## src/rtl/usb_tx.sv

```systemverilog
// Host-bound side of an FT245-style parallel USB FIFO link: buffers bytes, arbitrates
// for the shared data bus, generates wr/txe write timing and SI send-immediate pulses.
module usb_tx #(
    parameter int FIFO_DEPTH = 16,
    parameter int SETUP_CYC  = 2,
    parameter int WR_CYC     = 4,
    parameter int HOLD_CYC   = 2,
    parameter int RECOV_MAX  = 8,
    parameter int SI_CYC     = 4,
    parameter int IDLE_FLUSH = 1024
) (
    input  logic                          clk,
    input  logic                          rst_n,
    input  logic [7:0]                    tx_data,
    input  logic                          tx_valid,
    output logic                          tx_ready,
    input  logic                          flush,
    output logic                          bus_req,
    input  logic                          bus_gnt,
    input  logic                          txe,
    output logic                          wr,
    output logic [7:0]                    d_out,
    output logic                          d_oe,
    output logic                          SI,
    output logic [$clog2(FIFO_DEPTH):0]   fifo_level,
    output logic                          busy
);

    localparam int AW = $clog2(FIFO_DEPTH);
    localparam int LW = AW + 1;
    localparam int IW = (IDLE_FLUSH > 1) ? $clog2(IDLE_FLUSH) + 1 : 1;

    localparam logic [LW-1:0] LEVEL_FULL = LW'(FIFO_DEPTH);
    localparam logic [LW-1:0] LEVEL_ONE  = LW'(1);
    localparam logic [LW-1:0] LEVEL_ZERO = LW'(0);
    localparam logic [AW-1:0] PTR_ONE    = AW'(1);
    localparam logic [15:0]   SETUP_LAST = 16'(SETUP_CYC - 1);
    localparam logic [15:0]   WR_LAST    = 16'(WR_CYC - 1);
    localparam logic [15:0]   HOLD_LAST  = 16'(HOLD_CYC - 1);
    localparam logic [15:0]   RECOV_LAST = 16'(RECOV_MAX - 1);
    localparam logic [15:0]   SI_LAST    = 16'(SI_CYC - 1);
    localparam logic [IW-1:0] IDLE_LAST  = IW'((IDLE_FLUSH > 0) ? IDLE_FLUSH - 1 : 0);

    typedef enum logic [2:0] {
        ST_IDLE   = 3'd0,
        ST_ARB    = 3'd1,
        ST_SETUP  = 3'd2,
        ST_STROBE = 3'd3,
        ST_HOLD   = 3'd4,
        ST_RECOV  = 3'd5,
        ST_SI_P   = 3'd6
    } state_t;

    logic [7:0]    mem_r [FIFO_DEPTH];
    logic [AW-1:0] wr_ptr_r;
    logic [AW-1:0] rd_ptr_r;
    logic [LW-1:0] count_r;
    logic          tx_ready_r;
    logic          txe_meta_r;
    logic          txe_sync_r;
    state_t        state_r;
    logic [15:0]   cnt_r;
    logic          wr_r;
    logic          d_oe_r;
    logic [7:0]    d_out_r;
    logic          bus_req_r;
    logic          si_r;
    logic          pending_r;
    logic          written_r;
    logic [IW-1:0] idle_cnt_r;

    logic          push_s;
    logic          pop_s;
    logic          idle_run_s;
    logic          timeout_s;
    logic          si_entry_s;
    logic          recov_entry_s;
    logic [LW-1:0] count_next_s;

    // Handshake decode, FIFO next level and flush/timeout decisions.
    always_comb begin
        push_s        = tx_valid & tx_ready_r;
        pop_s         = (state_r == ST_ARB) & bus_gnt;
        idle_run_s    = (state_r == ST_IDLE) & (count_r == LEVEL_ZERO) & written_r;
        timeout_s     = (IDLE_FLUSH != 0) & idle_run_s & (idle_cnt_r == IDLE_LAST);
        // An expiring idle timer counts as a pending flush in the same cycle.
        si_entry_s    = (state_r == ST_IDLE) & (pending_r | timeout_s) & (count_r == LEVEL_ZERO);
        recov_entry_s = (state_r == ST_HOLD) & (cnt_r == HOLD_LAST);
        case ({push_s, pop_s})
            2'b10:   count_next_s = count_r + LEVEL_ONE;
            2'b01:   count_next_s = count_r - LEVEL_ONE;
            default: count_next_s = count_r;
        endcase
    end

    // FIFO storage; data words need no reset since pointers gate their use.
    always_ff @(posedge clk) begin
        if (push_s) begin
            mem_r[wr_ptr_r] <= tx_data;
        end
    end

    // FIFO pointers, occupancy and registered ready.
    always_ff @(posedge clk) begin
        if (!rst_n) begin
            wr_ptr_r   <= {AW{1'b0}};
            rd_ptr_r   <= {AW{1'b0}};
            count_r    <= LEVEL_ZERO;
            tx_ready_r <= 1'b0;
        end else begin
            if (push_s) begin
                wr_ptr_r <= wr_ptr_r + PTR_ONE;
            end
            if (pop_s) begin
                rd_ptr_r <= rd_ptr_r + PTR_ONE;
            end
            count_r    <= count_next_s;
            tx_ready_r <= (count_next_s != LEVEL_FULL);
        end
    end

    // Two-flop synchronizer for txe; resets to "chip full" so nothing starts early.
    always_ff @(posedge clk) begin
        if (!rst_n) begin
            txe_meta_r <= 1'b1;
            txe_sync_r <= 1'b1;
        end else begin
            txe_meta_r <= txe;
            txe_sync_r <= txe_meta_r;
        end
    end

    // Write/flush sequencer with registered bus and strobe outputs.
    always_ff @(posedge clk) begin
        if (!rst_n) begin
            state_r   <= ST_IDLE;
            cnt_r     <= 16'd0;
            wr_r      <= 1'b0;
            d_oe_r    <= 1'b0;
            d_out_r   <= 8'h00;
            bus_req_r <= 1'b0;
            si_r      <= 1'b1;
        end else begin
            case (state_r)
                ST_IDLE: begin
                    cnt_r <= 16'd0;
                    if (si_entry_s) begin
                        state_r <= ST_SI_P;
                        si_r    <= 1'b0;
                    end else if ((count_r != LEVEL_ZERO) && !txe_sync_r) begin
                        state_r   <= ST_ARB;
                        bus_req_r <= 1'b1;
                    end else begin
                        state_r <= ST_IDLE;
                    end
                end
                ST_ARB: begin
                    if (bus_gnt) begin
                        state_r <= ST_SETUP;
                        d_out_r <= mem_r[rd_ptr_r];
                        d_oe_r  <= 1'b1;
                        cnt_r   <= 16'd0;
                    end else begin
                        state_r <= ST_ARB;
                    end
                end
                ST_SETUP: begin
                    if (cnt_r == SETUP_LAST) begin
                        state_r <= ST_STROBE;
                        wr_r    <= 1'b1;
                        cnt_r   <= 16'd0;
                    end else begin
                        cnt_r <= cnt_r + 16'd1;
                    end
                end
                ST_STROBE: begin
                    if (cnt_r == WR_LAST) begin
                        state_r <= ST_HOLD;
                        wr_r    <= 1'b0;
                        cnt_r   <= 16'd0;
                    end else begin
                        cnt_r <= cnt_r + 16'd1;
                    end
                end
                ST_HOLD: begin
                    if (cnt_r == HOLD_LAST) begin
                        state_r   <= ST_RECOV;
                        d_oe_r    <= 1'b0;
                        bus_req_r <= 1'b0;
                        cnt_r     <= 16'd0;
                    end else begin
                        cnt_r <= cnt_r + 16'd1;
                    end
                end
                ST_RECOV: begin
                    // Bounded wait: a chip that never pulses txe must not stall us.
                    if (txe_sync_r || (cnt_r == RECOV_LAST)) begin
                        state_r <= ST_IDLE;
                        cnt_r   <= 16'd0;
                    end else begin
                        cnt_r <= cnt_r + 16'd1;
                    end
                end
                ST_SI_P: begin
                    if (cnt_r == SI_LAST) begin
                        state_r <= ST_IDLE;
                        si_r    <= 1'b1;
                        cnt_r   <= 16'd0;
                    end else begin
                        cnt_r <= cnt_r + 16'd1;
                    end
                end
                default: begin
                    state_r   <= ST_IDLE;
                    cnt_r     <= 16'd0;
                    wr_r      <= 1'b0;
                    d_oe_r    <= 1'b0;
                    bus_req_r <= 1'b0;
                    si_r      <= 1'b1;
                end
            endcase
        end
    end

    // Flush-pending flag, "written since last SI" flag and idle timer.
    always_ff @(posedge clk) begin
        if (!rst_n) begin
            pending_r  <= 1'b0;
            written_r  <= 1'b0;
            idle_cnt_r <= {IW{1'b0}};
        end else begin
            if (flush) begin
                pending_r <= 1'b1;
            end else if (si_entry_s) begin
                pending_r <= 1'b0;
            end
            if (si_entry_s) begin
                written_r <= 1'b0;
            end else if (recov_entry_s) begin
                written_r <= 1'b1;
            end
            if (push_s || si_entry_s) begin
                idle_cnt_r <= {IW{1'b0}};
            end else if (idle_run_s && (IDLE_FLUSH != 0)) begin
                idle_cnt_r <= idle_cnt_r + IW'(1);
            end
        end
    end

    assign tx_ready   = tx_ready_r;
    assign fifo_level = count_r;
    assign wr         = wr_r;
    assign d_oe       = d_oe_r;
    assign d_out      = d_out_r;
    assign bus_req    = bus_req_r;
    assign SI         = si_r;
    assign busy       = (state_r != ST_IDLE) | (count_r != LEVEL_ZERO);

endmodule

```

## config.mk

```make
export PLATFORM = sky130hd
export DESIGN_NAME = usb_tx
export DESIGN_NICKNAME = d
export VERILOG_FILES = /design/src/rtl/usb_tx.sv
export SDC_FILE = /design/constraint.sdc
export NUM_CORES = 1
export LEC_CHECK = 0
export CORE_UTILIZATION = 35
export CTS_CLUSTER_DIAMETER = 120
export CTS_CLUSTER_SIZE = 30
export DETAILED_ROUTE_END_ITERATION = 10
export PLACE_DENSITY = 0.62
export SKIP_LAST_GASP = 1
export SLEW_MARGIN = 20
export SYNTH_ARGS = -nofsm -noshare
export SYNTH_HDL_FRONTEND = slang
export SYNTH_SLANG_ARGS = --single-unit
```

## constraint.sdc

```tcl
create_clock -name clk -period 3.5 [get_ports clk]
set_input_delay 0.525 -clock clk [delete_from_list [all_inputs] [get_ports clk]]
set_output_delay 0.525 -clock clk [all_outputs]
set_load 0.02 [all_outputs]
```

==> summary.md, run 1 <==
| Metric | Value |
|---|---|
| Area grow syn2layout | `15.8%` |
| Residual DRC | `0` |
| Top delay family on crit path | `simple AND/OR/NAND/NOR gates` |
| Final slew viol count | `0` |
| Hold bufs inserted after CTS | `0` |
| Critical Path AT | `2.54 ns` |
| Nets@finish | `612` |
| Syn avg cell area | `14.1 µm²` |
| IO Pins | `33` |
| Leak | `0.00298 µW` |
| Synth area leaders | `edfxtp_1, dfxtp_1, mux4_2` |
| H-tree levels | `4` |
| Die ar. | `22800 µm²` |
| DP HPWL | `between 10000 and 15000 µm` |
| Setup TNS | `0 ns` |
| Die Span Y | `151 µm` |
| Setup slack after layout | `approximately 0.43 ns` |
| Commonest non-fill, non-tap cell in the layout | `edfxtp_1` |
| VDD IR max | `0.381 mV` |
| Worst Path Required | `between 2 and 3 ns` |
| Yosys warns | `0` |
| Number of DRC markers in iteration 0 | `317` |
| Vias in the first global route | `4677` |
| Dpl ws | `0.375 ns` |
| Setup Skew | `0.0102 ns` |
| Final setup vio count | `0` |
| Final period util | `87.7%` |
| RSZ-0062 raised after global routing | `no` |
| First-pass GRT wire length | `24900 µm` |
| PortBufs | `32` |
| Max clock buf depth | `2` |
| DP Cell Count | `848` |
| Via/cell ratio | `roughly 5.1` |
| Worst Hold Class | `flip-flop to flip-flop` |
| Crit path capture type | `output port` |
| GRT overflow | `0` |
| Distinct cells, synth | `49` |
| Worst slew margin | `42.5%` |
| Cell Chain, Critical Path | `or4_4 -> nor2_1 -> inv_2 -> clkdlybuf4s50_1` |
| EDFF count, synth | `~130` |
| Post-Place Cell Area | `approximately 8400 µm²` |
| Final Core Density | `41.3%` |
| Ys flop type | `edfxtp_1` |
| Largest net degree at the start of global routing | `36` |
| Avg WL per Cell | `17.7 µm` |
| Placeable core area | `21800 µm²` |
| Fin cells | `879` |
| Peak Freq | `326 MHz` |
| GRT Total Usage | `14.7%` |
| # rows | `54` |
| Number of synthesized register bits | `~190` |
| Final Critical Period | `3.07 ns` |
| Crit path kind | `flip-flop to output port` |
| Antenna cells | `0` |
| CP max stage delay | `0.63 ns` |
| Detail Route Antenna Nets | `0` |
| Root Driver | `clkbuf_16` |
| Drt pass-1 iters | `4` |
| Max cap viols | `0` |
| Highest-delay cell along the critical path | `or4_4` |
| Clk slew on worst S/H paths | `0.07 ns` |
| Routed WL | `~16000 µm` |
| Layout fillers | `just under 2000` |
| Die W | `151 µm` |
| Pwr Density | `between 500 and 600 nW/µm²` |
| Synth Cell Area | `7780 µm²` |
| Crit-path max FO | `15` |
| Register area | `slightly above 5000 µm²` |
| Post-synth top area share | `around half` |
| Status | `finished, final reports clean` |
| Post-route design area | `9020 µm²` |
| Crit start category | `flip-flop` |
| Share of post-route cells with drive strength above 1 | `roughly 15%` |
| Sequential fraction of the synthesis area | `64.8%` |
| Worst-Margin Slew | `between 0.8 and 0.9 ns` |
| Post-CTS Setup Bufs | `0` |
| Inserted Clock Buffers | `17` |
| Hold Vio Cnt, Final | `0` |
| Multi-input logic area | `2550 µm²` |
| Cell taking the most area after synthesis | `edfxtp_1` |
| PostCTS Resize Cnt | `0` |
| Via count | `4518` |
| Clock Latency Late Sink | `0.44 ns` |
| Asr flop ratio synth | `0%` |
| Initial antenna violation count | `0` |
| Starting Density | `between 30% and 40%` |
| Mapped Nets | `577` |
| Post-Synthesis Cells | `552` |
| CTS tree | `built` |
| # clock sinks | `about 190` |
| Gpl congestion | `0.831` |
| Commonest non-fill, non-tap cells in the layout | `edfxtp_1, nor2_1, dfxtp_1` |
| CP bufs+invs | `2` |
sequential cells by signal, summed over array words and instances (netlist names):
register / flops
d_oe: 1
tx_ready: 1
txe_sync_r: 1
pending_r: 1
wr_ptr_r: 4
fifo_level: 5
txe_meta_r: 1
d_out: 8
SI: 1
idle_cnt_r: 11
cnt_r: 16
mem_r: 128
state_r: 3
rd_ptr_r: 4
written_r: 1
bus_req: 1
wr: 1
synthesized netlist by cell type (all sizes together) (3+ instances only):
master  number
edfxtp     128
nor2        68
dfxtp       60
mux4        32
nand2       31
xor2        27
clkbuf      23
a22o        18
a21oi       14
nand3       14
xnor2       12
ha          11
buf         10
nand4       10
nor3        10
o21ai        9
inv          8
o22ai        8
and2         6
nor4         6
nand2b       5
nor4b        5
and3         4
and4         4
o211a        4
nor2b        3
or4          3
where the power goes:
group / internal, µW / total [µW] / switching (µW)
sequential: 2430 / 2530 / 103
clock: 1010 / 1900 / 891
combinational: 357 / 785 / 428
through the flow:
| stage | power (µW) | hold slack, ns |
|---|---|---|
| finish | 5220 | 0.436 |
| global route | 5450 | 0.454 |
| CTS | 5280 | 0.439 |
| detailed placement | 3370 | 0.415 |
| global placement | 3350 | 0.401 |
| floorplan | 3140 | 0.386 |
kinds of logic (layout without fill, tap and decap cells):
group | after synthesis | in the layout | share of synthesized area, %
DFF | 188 | 188 | 64.8
and+or+nand+nor | 174 | 174 | 11.2
AOI/OAI and AO/OA | 64 | 64 | 5.98
buffers and inverters | 42 | 89 | 2.38
xor gates and xnor gates | 39 | 39 | 4.39
muxes | 34 | 34 | 9.51
adders and majority gates | 11 | 11 | 1.77
worst paths after layout:
path | to | slack [ns] | cells past startpoint | start
setup reg to reg | tx_ready | 0.80 | 9 | state_r[2]
hold reg to reg | txe_sync_r | 0.44 | 1 | txe_meta_r
setup / recovery | busy | 0.43 | 4 | state_r[2]
hold / removal | txe_sync_r | 0.44 | 1 | txe_meta_r
area by class of cell:
cell class                      instances  share of cell area, %
Clock buffer                           18                   4.76
Clock inverter                         13                   1.72
Inverter                                9                  0.375
Multi-Input combinational cell        322                   28.3
Sequential cell                       188                   56.0
Tap cell                              280                   3.89
Timing Repair Buffer                   49                   4.97
per-layer routing:
| metal | wire [µm] | GRT usage, % |
|---|---|---|
| met1 | 6910 | 18.9 |
| met2 | 7730 | 24.2 |
| met5 | 0 | 0 |
| met4 | 125 | 4.40 |
| met3 | 808 | 4.07 |
No activity file was read; power rests on OpenSTA's default activity.
==> run 2, diff against run 1 <==
- SETUP_SLACK_MARGIN: not set -> 0.4
==> summary.md, run 2 (synthesized netlist as in run 1, its figures left out) <==
| Metric | Value |
|---|---|
| Status | `finished, final reports clean` |
| # clock sinks | `188` |
| Setup TNS | `0 ns` |
| Worst Hold Class | `flip-flop to flip-flop` |
| R2r startpoint | `state_r[2]` |
| Gpl congestion | `0.831` |
| Multi-input logic area | `2560 µm²` |
| Die Span Y | `151 µm` |
| IO Pins | `33` |
| Worst-case reg-to-reg path depth | `9` |
| Clock Latency Late Sink | `0.43 ns` |
| Post-CTS Setup Bufs | `0` |
| Residual DRC | `0` |
| Register area | `5050 µm²` |
| CP max stage delay | `0.64 ns` |
| GRT Total Usage | `14.7%` |
| Top delay family on crit path | `simple AND/OR/NAND/NOR gates` |
| Clk slew on worst S/H paths | `0.07 ns` |
| Hold_ws | `about 0.44 ns` |
| Max cap viols | `0` |
| CTS tree | `built` |
| Crit path kind | `flip-flop to output port` |
| Biggest register | `mem_r` |
| Commonest non-fill, non-tap cells in the layout | `edfxtp_1, nor2_1, dfxtp_1` |
| DP HPWL | `between 10000 and 15000 µm` |
| First-pass GRT wire length | `24900 µm` |
| RR Endpoint | `tx_ready` |
| VDD IR max | `0.382 mV` |
| Share of post-route cells with drive strength above 1 | `15.0%` |
| Die W | `151 µm` |
| Peak Freq | `339 MHz` |
| Worst slew margin | `42.7%` |
| Final period util | `a little over four fifths` |
| Cell Chain, Critical Path | `or4_4 -> nor2_2 -> inv_2 -> clkdlybuf4s50_1` |
| Final setup vio count | `0` |
| Antenna cells | `0` |
| Final Critical Period | `2.95 ns` |
| Inserted Clock Buffers | `17` |
| Critical Path Sink | `busy` |
| Worst-Margin Slew | `0.857 ns` |
| Placeable core area | `21800 µm²` |
| Leak | `0.00298 µW` |
| Die ar. | `22800 µm²` |
| Max clock buf depth | `2` |
| Via count | `4526` |
| Max FFs per register | `~130` |
| Commonest non-fill, non-tap cell in the layout | `edfxtp_1` |
| Largest net degree at the start of global routing | `36` |
| Setup Skew | `0.0110 ns` |
| CP bufs+invs | `2` |
| Crit path capture type | `output port` |
| Crit start category | `flip-flop` |
| # rows | `54` |
| Layout fillers | `1984` |
| Area grow syn2layout | `15.9%` |
| Min-delay src | `txe_meta_r` |
| Detail Route Antenna Nets | `0` |
| Top Registers | `mem_r: 128 flops, cnt_r: 16 flops, idle_cnt_r: 11 flops` |
| Root Driver | `clkbuf_16` |
| Nets@finish | `612` |
| Vias in the first global route | `4677` |
| Initial antenna violation count | `0` |
| Critical Path AT | `2.42 ns` |
| Routed WL | `between 15000 and 20000 µm` |
| Number of DRC markers in iteration 0 | `261` |
| Highest-delay cell along the critical path | `or4_4` |
| RSZ-0062 raised after global routing | `no` |
| Pwr Density | `580 nW/µm²` |
| Avg WL per Cell | `17.8 µm` |
| Via/cell ratio | `5.15` |
| H-tree levels | `4` |
| Drt pass-1 iters | `4` |
| Starting Density | `between 30% and 40%` |
| CP startpoint | `state_r[2]` |
| R2R setup slack | `0.81 ns` |
| PortBufs | `32` |
| Hold Vio Cnt, Final | `0` |
| Stages on worst setup path | `4` |
| GRT overflow | `0` |
| Crit-path max FO | `15` |
| Final slew viol count | `0` |
| Worst Path Required | `2.97 ns` |
==> run 2: cell counts in the layout (fill, tap and decap cells not counted) <==
No cell type changed its count.
==> run 2: routing by layer <==
| layer | routed length [µm] | vias to the layer above | global-route usage (%) |
|---|---|---|---|
| met5 | 0 | - | 0 |
| met4 | 102 | 0 | 4.40 |
| met3 | 748 | 9 | 4.07 |
| met2 | 7720 | 110 | 24.2 |
| met1 | 7050 | 2269 | 18.9 |
| li1 | - | 2138 | - |
==> run 2: area by class of cell <==
type	count	share of cell area [%]
inverter	9	0.375
sequential	188	55.9
tap	280	3.88
multi-input combinational	322	28.4
clock buffer	18	4.76
clock inverter	13	1.72
timing repair buffer	49	4.97
==> run 2: worst min path at each step <==
| stage | end | depth (start not counted) |
|---|---|---|
| 6_report | txe_sync_r | 1 |
| 5_1_grt | txe_sync_r | 1 |
| 4_1_cts | txe_sync_r | 1 |
| 3_5_place_dp | txe_sync_r | 1 |
| 3_3_place_gp | txe_sync_r | 1 |
| 2_1_floorplan | txe_sync_r | 1 |
==> run 2: worst register-to-register path: cells and delay by family, from the launching register on <==
| kind | cells | cell delay [ns] |
|---|---|---|
| flops | 1 | 0.66 |
| simple gates | 3 | 0.77 |
| xor+xnor | 2 | 0.39 |
| fa+ha+maj | 2 | 0.52 |
| compound gates | 2 | 0.22 |
==> run 2: what timing repair did <==
| action | in CTS | in global routing |
|---|---|---|
| hold buffers | 0 | 0 |
| setup endpoints to repair | 0 | 1 |
| gates resized for setup | 0 | 1 |
==> run 2: report_power, final <==
part           switching (µW)  internal [µW]
Combinational             434            359
Sequential                102           2430
Clock                     892           1010
==> run 2: through the flow <==
step	std cells	cell area [µm²]	setup slack [ns]	total power [µW]	utilization, %
final	879	9020	0.553	5230	41.3
after global routing	879	9020	0.467	5450	41.3
after CTS	879	9020	0.438	5280	41.3
after detailed placement	848	8430	0.375	3370	38.6
after global placement	848	8430	0.497	3350	38.6
after floorplan	552	7780	0.409	3140	-
